**src/rtl/rv64i_pipe_pkg.sv**
```systemverilog
// Shared types and constants for the RV64I inter-stage pipeline registers.
// Covers stage payload layouts, the matching kill masks and the NOP reset payloads.
package rv64i_pipe_pkg;

    localparam int          OCC_W    = 2;
    localparam logic [31:0] INST_NOP = 32'h0000_0013;  // addi x0, x0, 0

    typedef logic [OCC_W-1:0] occ_t;

    typedef struct packed {
        logic [63:0] pc;
        logic [31:0] inst;
    } if_id_payload_t;

    typedef struct packed {
        logic [63:0] pc;
        logic [31:0] inst;
        logic [63:0] imm;
        logic [4:0]  rs1;
        logic [4:0]  rs2;
        logic [4:0]  rd;
        logic        rfile_we;
        logic        pc_we;
        logic        memory_we;
        logic        memory_re;
    } dec_ex_payload_t;

    localparam int IF_ID_W  = $bits(if_id_payload_t);
    localparam int DEC_EX_W = $bits(dec_ex_payload_t);

    // A killed decode/execute beat keeps pc/inst/imm for trace but can no longer write state.
    localparam dec_ex_payload_t DEC_EX_KILL_MASK = '{
        pc: 64'd0, inst: 32'd0, imm: 64'd0, rs1: 5'd0, rs2: 5'd0, rd: 5'h1f,
        rfile_we: 1'b1, pc_we: 1'b1, memory_we: 1'b1, memory_re: 1'b1
    };

    localparam dec_ex_payload_t DEC_EX_NOP = '{
        pc: 64'd0, inst: INST_NOP, imm: 64'd0, rs1: 5'd0, rs2: 5'd0, rd: 5'd0,
        rfile_we: 1'b0, pc_we: 1'b0, memory_we: 1'b0, memory_re: 1'b0
    };

    localparam if_id_payload_t IF_ID_NOP = '{pc: 64'd0, inst: INST_NOP};

endpackage

```
**src/rtl/rv_pipe_entry.sv**
```systemverilog
// One pipeline slot: a valid flag plus payload and killed flag.
// Clear drops the beat but leaves the payload registers untouched.
module rv_pipe_entry #(
    parameter int                 DATA_W    = 64,
    parameter logic [DATA_W-1:0]  RESET_VAL = {DATA_W{1'b0}}
) (
    input  logic              clk,
    input  logic              rst,
    input  logic              clear,
    input  logic              load,
    input  logic [DATA_W-1:0] load_data,
    input  logic              load_killed,
    output logic              valid,
    output logic [DATA_W-1:0] data,
    output logic              killed
);

    // Slot state: clear wins over load; payload only changes on load.
    always_ff @(posedge clk or negedge rst) begin
        if (!rst) begin
            valid  <= 1'b0;
            data   <= RESET_VAL;
            killed <= 1'b0;
        end else if (clear) begin
            valid  <= 1'b0;
        end else if (load) begin
            valid  <= 1'b1;
            data   <= load_data;
            killed <= load_killed;
        end
    end

endmodule

```
**src/rtl/rv_pipe_stage_chk.sv**
```systemverilog
// Simulation-only structural checks for rv_pipe_stage occupancy bookkeeping.
module rv_pipe_stage_chk
    import rv64i_pipe_pkg::*;
(
    input logic clk,
    input logic rst,
    input logic main_valid,
    input logic skid_valid,
    input occ_t occupancy
);

    a_skid_behind_main: assert property (@(posedge clk) disable iff (!rst) skid_valid |-> main_valid);
    a_occ_range:        assert property (@(posedge clk) disable iff (!rst) occupancy != 2'd3);

endmodule

```
**src/rtl/rv_pipe_stage.sv**
```systemverilog
// Generic valid/ready pipeline register with kill, flush and optional skid entry.
// Holds only the steering; storage lives in rv_pipe_entry instances.
module rv_pipe_stage
    import rv64i_pipe_pkg::*;
#(
    parameter int                DATA_W    = 64,
    parameter logic [DATA_W-1:0] RESET_VAL = {DATA_W{1'b0}},
    parameter logic [DATA_W-1:0] KILL_MASK = {DATA_W{1'b0}},
    parameter int                SKID      = 1
) (
    input  logic              clk,
    input  logic              rst,
    input  logic              in_valid,
    output logic              in_ready,
    input  logic [DATA_W-1:0] in_data,
    input  logic              in_kill,
    input  logic              flush,
    output logic              out_valid,
    input  logic              out_ready,
    output logic [DATA_W-1:0] out_data,
    output logic              out_killed,
    output occ_t              occupancy
);

    logic              main_valid_s;
    logic              skid_valid_s;
    logic              main_load_s;
    logic              main_clear_s;
    logic [DATA_W-1:0] main_src_data_s;
    logic              main_src_killed_s;
    logic [DATA_W-1:0] store_data_s;
    logic              accept_s;
    logic              retire_s;

    assign store_data_s = in_kill ? (in_data & ~KILL_MASK) : in_data;
    assign accept_s     = in_valid & in_ready;
    assign retire_s     = main_valid_s & out_ready;

    rv_pipe_entry #(.DATA_W(DATA_W), .RESET_VAL(RESET_VAL)) u_main (
        .clk         (clk),
        .rst         (rst),
        .clear       (main_clear_s),
        .load        (main_load_s),
        .load_data   (main_src_data_s),
        .load_killed (main_src_killed_s),
        .valid       (main_valid_s),
        .data        (out_data),
        .killed      (out_killed)
    );

    generate
        if (SKID != 0) begin : g_skid
            logic              skid_load_s;
            logic              skid_clear_s;
            logic              skid_next_s;
            logic              ready_r;
            logic [DATA_W-1:0] skid_data_s;
            logic              skid_killed_s;

            // Steering: flush drops everything; a held skid beat refills main on retire.
            always_comb begin
                main_load_s       = 1'b0;
                main_clear_s      = 1'b0;
                main_src_data_s   = store_data_s;
                main_src_killed_s = in_kill;
                skid_load_s       = 1'b0;
                skid_clear_s      = 1'b0;
                if (flush) begin
                    main_clear_s = 1'b1;
                    skid_clear_s = 1'b1;
                end else if (skid_valid_s) begin
                    if (retire_s) begin
                        main_load_s       = 1'b1;
                        main_src_data_s   = skid_data_s;
                        main_src_killed_s = skid_killed_s;
                        skid_clear_s      = 1'b1;
                    end else begin
                        main_load_s = 1'b0;
                    end
                end else if (accept_s) begin
                    if (main_valid_s && !retire_s) begin
                        skid_load_s = 1'b1;
                    end else begin
                        main_load_s = 1'b1;
                    end
                end else if (retire_s) begin
                    main_clear_s = 1'b1;
                end else begin
                    main_clear_s = 1'b0;
                end
            end

            // Next skid occupancy, used to register upstream ready.
            always_comb begin
                skid_next_s = skid_valid_s;
                if (skid_clear_s) begin
                    skid_next_s = 1'b0;
                end else if (skid_load_s) begin
                    skid_next_s = 1'b1;
                end else begin
                    skid_next_s = skid_valid_s;
                end
            end

            // Registered upstream ready: low in reset, high whenever the skid slot is free.
            always_ff @(posedge clk or negedge rst) begin
                if (!rst) begin
                    ready_r <= 1'b0;
                end else begin
                    ready_r <= ~skid_next_s;
                end
            end

            rv_pipe_entry #(.DATA_W(DATA_W), .RESET_VAL(RESET_VAL)) u_skid (
                .clk         (clk),
                .rst         (rst),
                .clear       (skid_clear_s),
                .load        (skid_load_s),
                .load_data   (store_data_s),
                .load_killed (in_kill),
                .valid       (skid_valid_s),
                .data        (skid_data_s),
                .killed      (skid_killed_s)
            );

            assign in_ready = ready_r;
        end else begin : g_single
            // Single slot: accept refills main, retire alone empties it.
            always_comb begin
                main_load_s       = 1'b0;
                main_clear_s      = 1'b0;
                main_src_data_s   = store_data_s;
                main_src_killed_s = in_kill;
                if (flush) begin
                    main_clear_s = 1'b1;
                end else if (accept_s) begin
                    main_load_s = 1'b1;
                end else if (retire_s) begin
                    main_clear_s = 1'b1;
                end else begin
                    main_load_s = 1'b0;
                end
            end

            assign skid_valid_s = 1'b0;
            assign in_ready     = ~main_valid_s | out_ready;
        end
    endgenerate

    assign out_valid = main_valid_s;
    assign occupancy = {1'b0, main_valid_s} + {1'b0, skid_valid_s};

    rv_pipe_stage_chk u_chk (
        .clk        (clk),
        .rst        (rst),
        .main_valid (main_valid_s),
        .skid_valid (skid_valid_s),
        .occupancy  (occupancy)
    );

endmodule

```
**config.mk**
```make
export PLATFORM = sky130hd
export DESIGN_NAME = rv_pipe_stage
export DESIGN_NICKNAME = d
export VERILOG_FILES = /design/src/rtl/rv64i_pipe_pkg.sv /design/src/rtl/rv_pipe_entry.sv /design/src/rtl/rv_pipe_stage_chk.sv /design/src/rtl/rv_pipe_stage.sv
export SDC_FILE = /design/constraint.sdc
export NUM_CORES = 1
export LEC_CHECK = 0
export CORE_MARGIN = 5
export CORE_UTILIZATION = 46
export DETAILED_ROUTE_END_ITERATION = 8
export GPL_ROUTABILITY_DRIVEN = 0
export GPL_TIMING_DRIVEN = 0
export MAX_ROUTING_LAYER = met4
export PLACE_DENSITY = 0.82
export SLEW_MARGIN = 5
export SYNTH_ARGS = -nofsm -noshare
export SYNTH_HDL_FRONTEND = slang
export SYNTH_HIERARCHICAL = 1
export SYNTH_SLANG_ARGS = --single-unit
```
**constraint.sdc**
```tcl
create_clock -name clk -period 1.9 [get_ports clk]
set_input_delay 0.19 -clock clk [delete_from_list [all_inputs] [get_ports clk]]
set_output_delay 0.19 -clock clk [all_outputs]
set_load 0.02 [all_outputs]
```
Word-level counts from Yosys, hierarchy flattened
Cells that the tools add are included.

operators by class
  equal/unequal tests = 0
  shift-type cells = 0
  $add $sub $neg = 1
  reduce and logical (&&, ||, !) cells = 5
  divide/modulo/power cells = 0
  $lt $le $gt $ge = 0
  multiply operators = 0
  bitwise gates (word level) = 5
  mux-type cells = 24

operators with widths
  operator             count
  $mux W64             3
  $mux W1              21
  $reduce_and A2 Y1    2
  $not A1 Y1           3
  $add A1 B1 Y2        1
  $and A1 B1 Y1        2
  $reduce_bool A2 Y1   1
  $logic_and A1 B1 Y1  1
  $logic_not A1 Y1     1

word-level totals
  memory bits (writable) = 0
  ROM bits = 0
  memories = 0
  register bits = 133
  bits in latches = 0
  output and inout port bits = 69

Longest topological paths before layout
Gate-level depths: netlist of the first run.

  depth after elaboration = 10
  gate-level depth with buffers = 6

Hierarchy
Netlist of the first run, hierarchy kept.

by module, submodules not included
  module         instances  cells each  area an instance (sq um)
  rv_pipe_entry  2          141         2720.1
  rv_pipe_stage  1          85          1103.6

Least setup slack after synthesis of the first run
Ideal clock, no wire load.

  kind = register -> register
  from = register u_main.valid
  to = register u_main.data[10]
  stages on the path, launching flop included = 7
  required time = 1.775 ns
  path slack = -0.216 ns
  arrival = 1.991 ns
  path buffers = 2
  path through = dfrtp_1 > nor2b_1 > a2111oi_0 > nor2b_4 > buf_12 > buf_12 > mux2_4

between the ends
  longest elaborated chain between the ends = 8

RTL lines
  item                                  line                 source
  start: declaration                    rv_pipe_entry.sv:13  output logic valid,
  start signal: assignment              rv_pipe_entry.sv:21  valid <= 1'b0;
  start signal: assignment              rv_pipe_entry.sv:25  valid <= 1'b0;
  start signal: assignment              rv_pipe_entry.sv:27  valid <= 1'b1;
  $and A1 B1 Y1                         rv_pipe_stage.sv:37  assign retire_s = main_valid_s & out_ready;
  $logic_not A1 Y1                      rv_pipe_stage.sv:81  if (main_valid_s && !retire_s) begin
  $logic_and A1 B1 Y1                   rv_pipe_stage.sv:81
  $mux W1                               rv_pipe_stage.sv:81
  $mux W1                               rv_pipe_stage.sv:80  end else if (accept_s) begin
  $mux W1 *                             rv_pipe_stage.sv:71  end else if (skid_valid_s) begin
  $mux W1 *                             rv_pipe_stage.sv:68  if (flush) begin
  named net main_load_s                 rv_pipe_stage.sv:27  logic main_load_s;
  $reduce_and A2 Y1 (no source line) *  n/a
  end signal: assignment                rv_pipe_entry.sv:28  data <= load_data;
  end: declaration                      rv_pipe_entry.sv:14  output logic [DATA_W-1:0] data,

The timed path passes the listed nets; every way through them passes the cells marked *.
A chain may end at the register's enable or synchronous reset.

Final worst setup path of the first run
  from = register g_skid.u_skid.valid
  to = register g_skid.u_skid.data[57]

RTL lines
  item                                line                 source
  start: declaration                  rv_pipe_entry.sv:13
  start signal: assignment            rv_pipe_entry.sv:21
  start signal: assignment            rv_pipe_entry.sv:25
  start signal: assignment            rv_pipe_entry.sv:27
  $mux W1                             rv_pipe_stage.sv:71
  $mux W1                             rv_pipe_stage.sv:68
  named net g_skid.skid_load_s        rv_pipe_stage.sv:53  logic skid_load_s;
  $reduce_and A2 Y1 (no source line)  n/a
  end signal: assignment              rv_pipe_entry.sv:28
  end: declaration                    rv_pipe_entry.sv:14

The timed path passes the listed nets, and every way through them passes these cells.

==> results of run 1 <==
[routing by layer]
layer | vias up | track usage (%)
met5 | - | -
met4 | 0 | 5.74
met3 | 18 | 6.10
met2 | 92 | 27.3
met1 | 1859 | 20.7
li1 | 1681 | -
[registers in the layout, summed over array words and instances, names as in the netlist]
| signal | flops |
|---|---|
| u_main/data | 64 |
| g_skid.u_skid/data | 64 |
| u_main/killed | 1 |
| g_skid.u_skid/killed | 1 |
| g_skid.u_skid/valid | 1 |
| in_ready | 1 |
| u_main/valid | 1 |
[cells by family (layout without fill, tap and decap cells)]
family | Yosys count | count (layout) | share of synthesized area [%]
AO/OA/AOI/OAI | 6 | 6 | 0.708
buffers and inverters | 22 | 211 | 5.01
AND/OR/NAND/NOR | 10 | 10 | 1.07
multiplexers | 195 | 195 | 42.2
adder cells (fa/ha/maj) | 1 | 1 | 0.191
flip-flops | 133 | 133 | 50.9
[area by class of cell]
cell class,instances,area [um2],share of cell area (%)
inverter,1,3.75,0.0414
sequential,133,3330,36.7
timing repair buffer,157,1600,17.6
tap,180,225,2.48
clock inverter,10,169,1.86
clock buffer,22,474,5.23
multi-input combinational,212,2930,32.3
buffer,21,339,3.74
[synthesized netlist by cell type]
cell	n	area, um2
a2111oi_0	1	8.76
a211o_1	1	8.76
a21oi_1	1	5.00
a31o_2	2	17.5
a31oi_1	1	6.26
buf_12	12	240
buf_2	1	5.00
buf_4	3	22.5
buf_6	5	56.3
dfrtp_1	133	3330
ha_1	1	12.5
inv_1	1	3.75
mux2_2	45	507
mux2_4	150	2250
nand2_1	1	3.75
nand4b_1	1	8.76
nor2_1	4	15.0
nor2b_1	1	6.26
nor2b_4	2	27.5
nor4b_1	1	8.76
[worst min path at each step]
stage                                      start                      to
after floorplan                              rst   g_skid.u_skid/data[0]
after global placement    g_skid.u_skid/data[63]  g_skid.u_skid/data[63]
after detailed placement                     rst          u_main/data[8]
after CTS                                    rst  g_skid.u_skid/data[12]
after global routing                 in_data[10]  g_skid.u_skid/data[10]
final                                        rst          u_main/data[8]
[where the power goes]
part	internal, mW	switching (mW)	leakage (nW)
registers	3.46	0.366	1.66
clock network	2.31	1.23	0.315
logic	1.61	0.979	2.22
total	7.39	2.58	4.20
[repair_timing]
item / CTS / global route
hold buffers: 1 / 0
gates cloned: 0 / 4
resized for setup: 2 / 10
buffers inserted: 2 / 11
endpoints found under the hold margin: 69 / 0
endpoints found under the setup margin: 113 / 127
[metrics by stage]
stage | utilization [%] | setup TNS [ns] | hold slack (ns) | power (mW) | instances
after floorplan | - | 0 | -0.106 | 5.25 | 367
after global placement | 58.6 | -626.19 | 0.485 | 6.35 | 685
after detailed placement | 58.8 | -35.22 | 0.248 | 6.43 | 686
after CTS | 63.6 | -1.27 | 0.367 | 10.1 | 721
after global routing | 65.1 | -9.15 | 0.396 | 10.4 | 736
final | 65.1 | -2.08 | 0.349 | 9.96 | 736
==> impl_results.md, run 1 <==
- Status: complete, but fails checks
- Failing checks: setup timing
- Port bufs: ~140
- HP Class: in2async
- CORE AREA: around 14000 um2
- Routed wl met3: 798 um
- CP max FO: 10
- Ys Warns: 6
- Max Slew Vio Count: 0
- CTS Buf Count: 17
- Critical path depth: 6
- Largest net degree at the start of global routing: between 70 and 80
- Critical path class: reg2reg
- Critical path, cell by cell: buf_4 -> nor4b_4 -> nor2b_4 -> buf_12 -> buf_12 -> mux2_4
- Die ar.: 16700 um2
- Worst Tran Pin Value: approximately 0.66 ns
- Minimum clock period: between 1.5 and 2 ns
- Wirelength, routed: approximately 14000 um
- Die height: ~130 um
- Dpl hpwl: approximately 9000 um
- Clock skew: about 0.0067 ns
- Final net count: between 600 and 700
- Clk sink count: around 130
- Number of global-route vias before repair: 4248
- Worst Path Buf+Inv: 3
- Lkg Pwr: around 4.2 nW
- Distinct cells, synth: 20
- Row count: between 40 and 50
- Reg-to-Reg Start: g_skid.u_skid/valid
- Pwr/cell area: ~1100 nW/um2
- Crit path max-delay family: simple AND/OR/NAND/NOR gates
- Clk_lat worst skew: around 0.42 ns
- RSZ-0062 raised after global routing: yes
- Post-DP Area: between 8000 and 9000 um2
- Total inserted antenna cells: 0
- Yosys reg bits: 133
- Final setup viols: 92
- Crit path arrival time: 2.23 ns
- Max Cap Violations: 0
- Mapped Area: ~6500 um2
- Wl on met1: 6000 um
- Starting Density: roughly 47%
- # IOs: 139
- DRC Markers: 0
- Die extent in x: between 100 and 150 um
- Layout cell share with drive strength beyond 1: roughly 50%
- CTS tree: done
- Crit end category: flip-flop
- Post-route ant nets: 0
- Drt via density: slightly below 5
- Gr ovfl total: 0
- DR top layer: met4
- R2r endpoint: g_skid.u_skid/data[57]
- Most Frequent Cell on Critical Path: buf_12
- Register area share after synthesis: between 50% and 60%
- Commonest non-fill, non-tap cell in the layout: mux2_4
- WL/cell: approximately 19 um
- Required @ worst endpoint: between 2 and 2.5 ns
- First-pass GRT wire length: approximately 22000 um
- Final setup margin: -0.0398 ns
- Clock Tree Buf Depth: 2
- Commonest non-fill, non-tap cells in the layout: mux2_4, clkdlybuf4s50_1, dfrtp_1, mux2_2, clkbuf_16
- Final Hold Viols: 0
- Initial antenna violation count: 0
- Total GRT Usage: between 15 and 20%
- Fin crit share: 102%
- DR iter-0 viols: between 150 and 200
- Slowest stage delay, CP: about 0.48 ns
- Synthesis-to-finish area growth: 38.6%
- Clock edge transition at the registers on the reported setup and hold paths: ~0.05 ns
- Worst setup SP type: flip-flop
- Post-place setup slack: -0.310 ns
- CP Launch Point: g_skid.u_skid/valid
- DR vias: about 3700
- Synth Area per Inst: around 18 um2
- Detail Route met2 WL: between 6000 and 7000 um
- Achievable Freq: approximately 520 MHz
- CTS root buf: clkbuf_16
- Syn Nets: around 440
- Reg2reg path depth: 6
- H-Tree Depth: 4
- Mapped Cells: ~370
- Final Instance Area: a little over 9000 um2
- Fillcell total: between 900 and 1000
- VDD IR max: a little under 0.9 mV
- Max_slew headroom: between 50% and 60%
- Slowest-stage cell, CP: dfrtp_2
- R2R Setup Slk: -0.04 ns
- Crit path to: g_skid.u_skid/data[57]
- First-pass iteration count of the detailed router: 4
Note: power is estimated with default switching activity, not from simulation.
==> run 2: changes to the inputs <==
Settings changed: CELL_PAD_IN_SITES_DETAIL_PLACEMENT from default to 1, CELL_PAD_IN_SITES_GLOBAL_PLACEMENT from default to 1, CORE_ASPECT_RATIO from default to 1.4, CORE_UTILIZATION 46 to 39, PLACE_DENSITY 0.82 to 0.83.
==> run 2 against run 1 <==
  * The flow now finishes without violations
  * Critical path depth unchanged
  * Fmax increased by 2.1%
  * Via count increased by 1.6%
  * Die area increased by 17%
  * Worst hold slack got worse by 0.037 ns
  * Non-clock buffer count decreased by 8
  * Register-to-register slack improved by 0.04 ns
  * Critical endpoint is now u_main/data[35]
  * Largest cell class unchanged
  * Largest power group unchanged
==> impl_results.md, run 2 (same netlist as run 1, synthesis figures left out) <==
- Top Registers: g_skid.u_skid/data (64), u_main/data (64)
- Dpl hpwl: about 11000 um
- Final setup viols: 0
- Total GRT Usage: roughly 17%
- HP Class: in2async
- Port bufs: 138
- CORE AREA: 16600 um2
- Pwr/cell area: 1140 nW/um2
- Drt via density: roughly 4.9
- Critical path class: reg2reg
- H-Tree Depth: 4
- CTS Buf Count: 17
- Number of global-route vias before repair: 4372
- Clk sink count: 133
- CP max FO: 10
- Achievable Freq: roughly 530 MHz
- Starting Density: about two fifths
- Required @ worst endpoint: between 2 and 2.5 ns
- DRC Markers: 0
- Worst Tran Pin Value: between 0.5 and 0.6 ns
- VDD IR max: 0.518 mV
- Crit path arrival time: roughly 2.2 ns
- Setup TNS: 0 ns
- Clock Tree Buf Depth: 2
- CTS root buf: clkbuf_16
- Final net count: 606
- Final Hold Viols: 0
- Synthesis-to-finish area growth: 38.4%
- DR vias: roughly 3700
- # IOs: around 140
- WL/cell: between 20 and 25 um
- Reg2reg path depth: 6
- CP Launch Point: g_skid.u_skid/valid
- Layout cell share with drive strength beyond 1: 49.1%
- Post-route ant nets: 0
- Fin cells: 751
- Worst setup SP type: flip-flop
- Fin crit share: between 90% and 100%
- Tot Pwr: approximately 10 mW
- Crit end category: flip-flop
- Die extent in x: roughly 120 um
- Hold_ws: between 0.3 and 0.4 ns
- Placed Instances: a little over 700
- Commonest non-fill, non-tap cells in the layout: mux2_4, clkdlybuf4s50_1, dfrtp_1, mux2_2, clkbuf_16
- Minimum clock period: 1.90 ns
- Fillcell total: between 1500 and 2000
- Max Slew Vio Count: 0
- DR iter-0 viols: 167
- CTS tree: done
- First-pass GRT wire length: ~25000 um
- Total inserted antenna cells: 0
- Clk_lat worst skew: about 0.42 ns
- Clock edge transition at the registers on the reported setup and hold paths: 0.06 ns
- Initial antenna violation count: 0
- First-pass iteration count of the detailed router: 4
- Row count: 56
- Lkg Pwr: roughly 4.2 nW
- Max Cap Violations: 0
- Largest net degree at the start of global routing: 75
- Max_slew headroom: between 60 and 70%
- Clock skew: about 0.008 ns
- Wirelength, routed: around 16000 um
- Status: completed
- Commonest non-fill, non-tap cell in the layout: mux2_4
- Die height: around 160 um
- RSZ-0062 raised after global routing: yes
- Gr ovfl total: 0
- Reg-to-Reg Start: g_skid.u_skid/valid
- Die ar.: roughly 20000 um2
## run 2: worst paths after layout
path,slack (ns),end
setup / recovery,0.0007,u_main/data[35]
hold / removal,0.31,u_main/data[54]
setup reg to reg,0.0007,u_main/data[35]
hold reg to reg,0.50,u_main/data[61]
max in group asynchronous,0.80,u_main/killed
min in group clk,0.42,g_skid.u_skid/data[1]
## run 2: layout make-up
class                   instances  area (um2)  area share (%)
well taps                     203         254            2.80
flip-flops and latches        133        3330            36.8
multi-input cells             212        2930            32.4
clock inverters                12         223            2.46
inverters                       1        3.75          0.0414
plain buffers                  21         328            3.62
clock buffers                  20         467            5.15
repair buffers                149        1520            16.8
## run 2: through the flow
stage	setup WS [ns]	util [%]	instance area [um2]
2_1_floorplan	0.0399	-	6560
3_3_place_gp	-4.98	49.3	8190
3_5_place_dp	-0.363	49.5	8220
4_1_cts	0.000842	54.1	8980
5_1_grt	-0.0615	54.5	9060
6_report	0.000743	54.5	9060
## run 2: where the power goes
part | total (mW) | leakage (nW) | switching, mW | internal (mW)
combinational | 2.62 | 2.19 | 1.01 | 1.60
clock | 3.81 | 0.333 | 1.24 | 2.57
sequential | 3.86 | 1.66 | 0.394 | 3.46
## run 2: metal layers
metal | share of wire, % | vias up | wire, um | GRT usage [%]
li1 | - | 1657 | - | -
met1 | 39 | 1949 | 6120 | 18.2
met3 | 3.6 | 17 | 566 | 3.43
met2 | 56 | 86 | 8650 | 30.5
met5 | 0 | - | 0 | -
met4 | 1.6 | 0 | 250 | 6.57
## run 2: timing repair
item	in CTS	in global routing
endpoints found under the setup margin	127	114
hold buffers	1	0
resized for setup	6	3
hold endpoints to repair	59	0
setup buffers	4	4
cloned	0	1
## run 2: worst max-delay path, cell delays in order (launching register included)
cell	delay (ns)
dfrtp_2	0.49
a21oi_2	0.08
a2111oi_4	0.31
nor2b_4	0.24
buf_12	0.18
buf_12	0.16
mux2_4	0.31
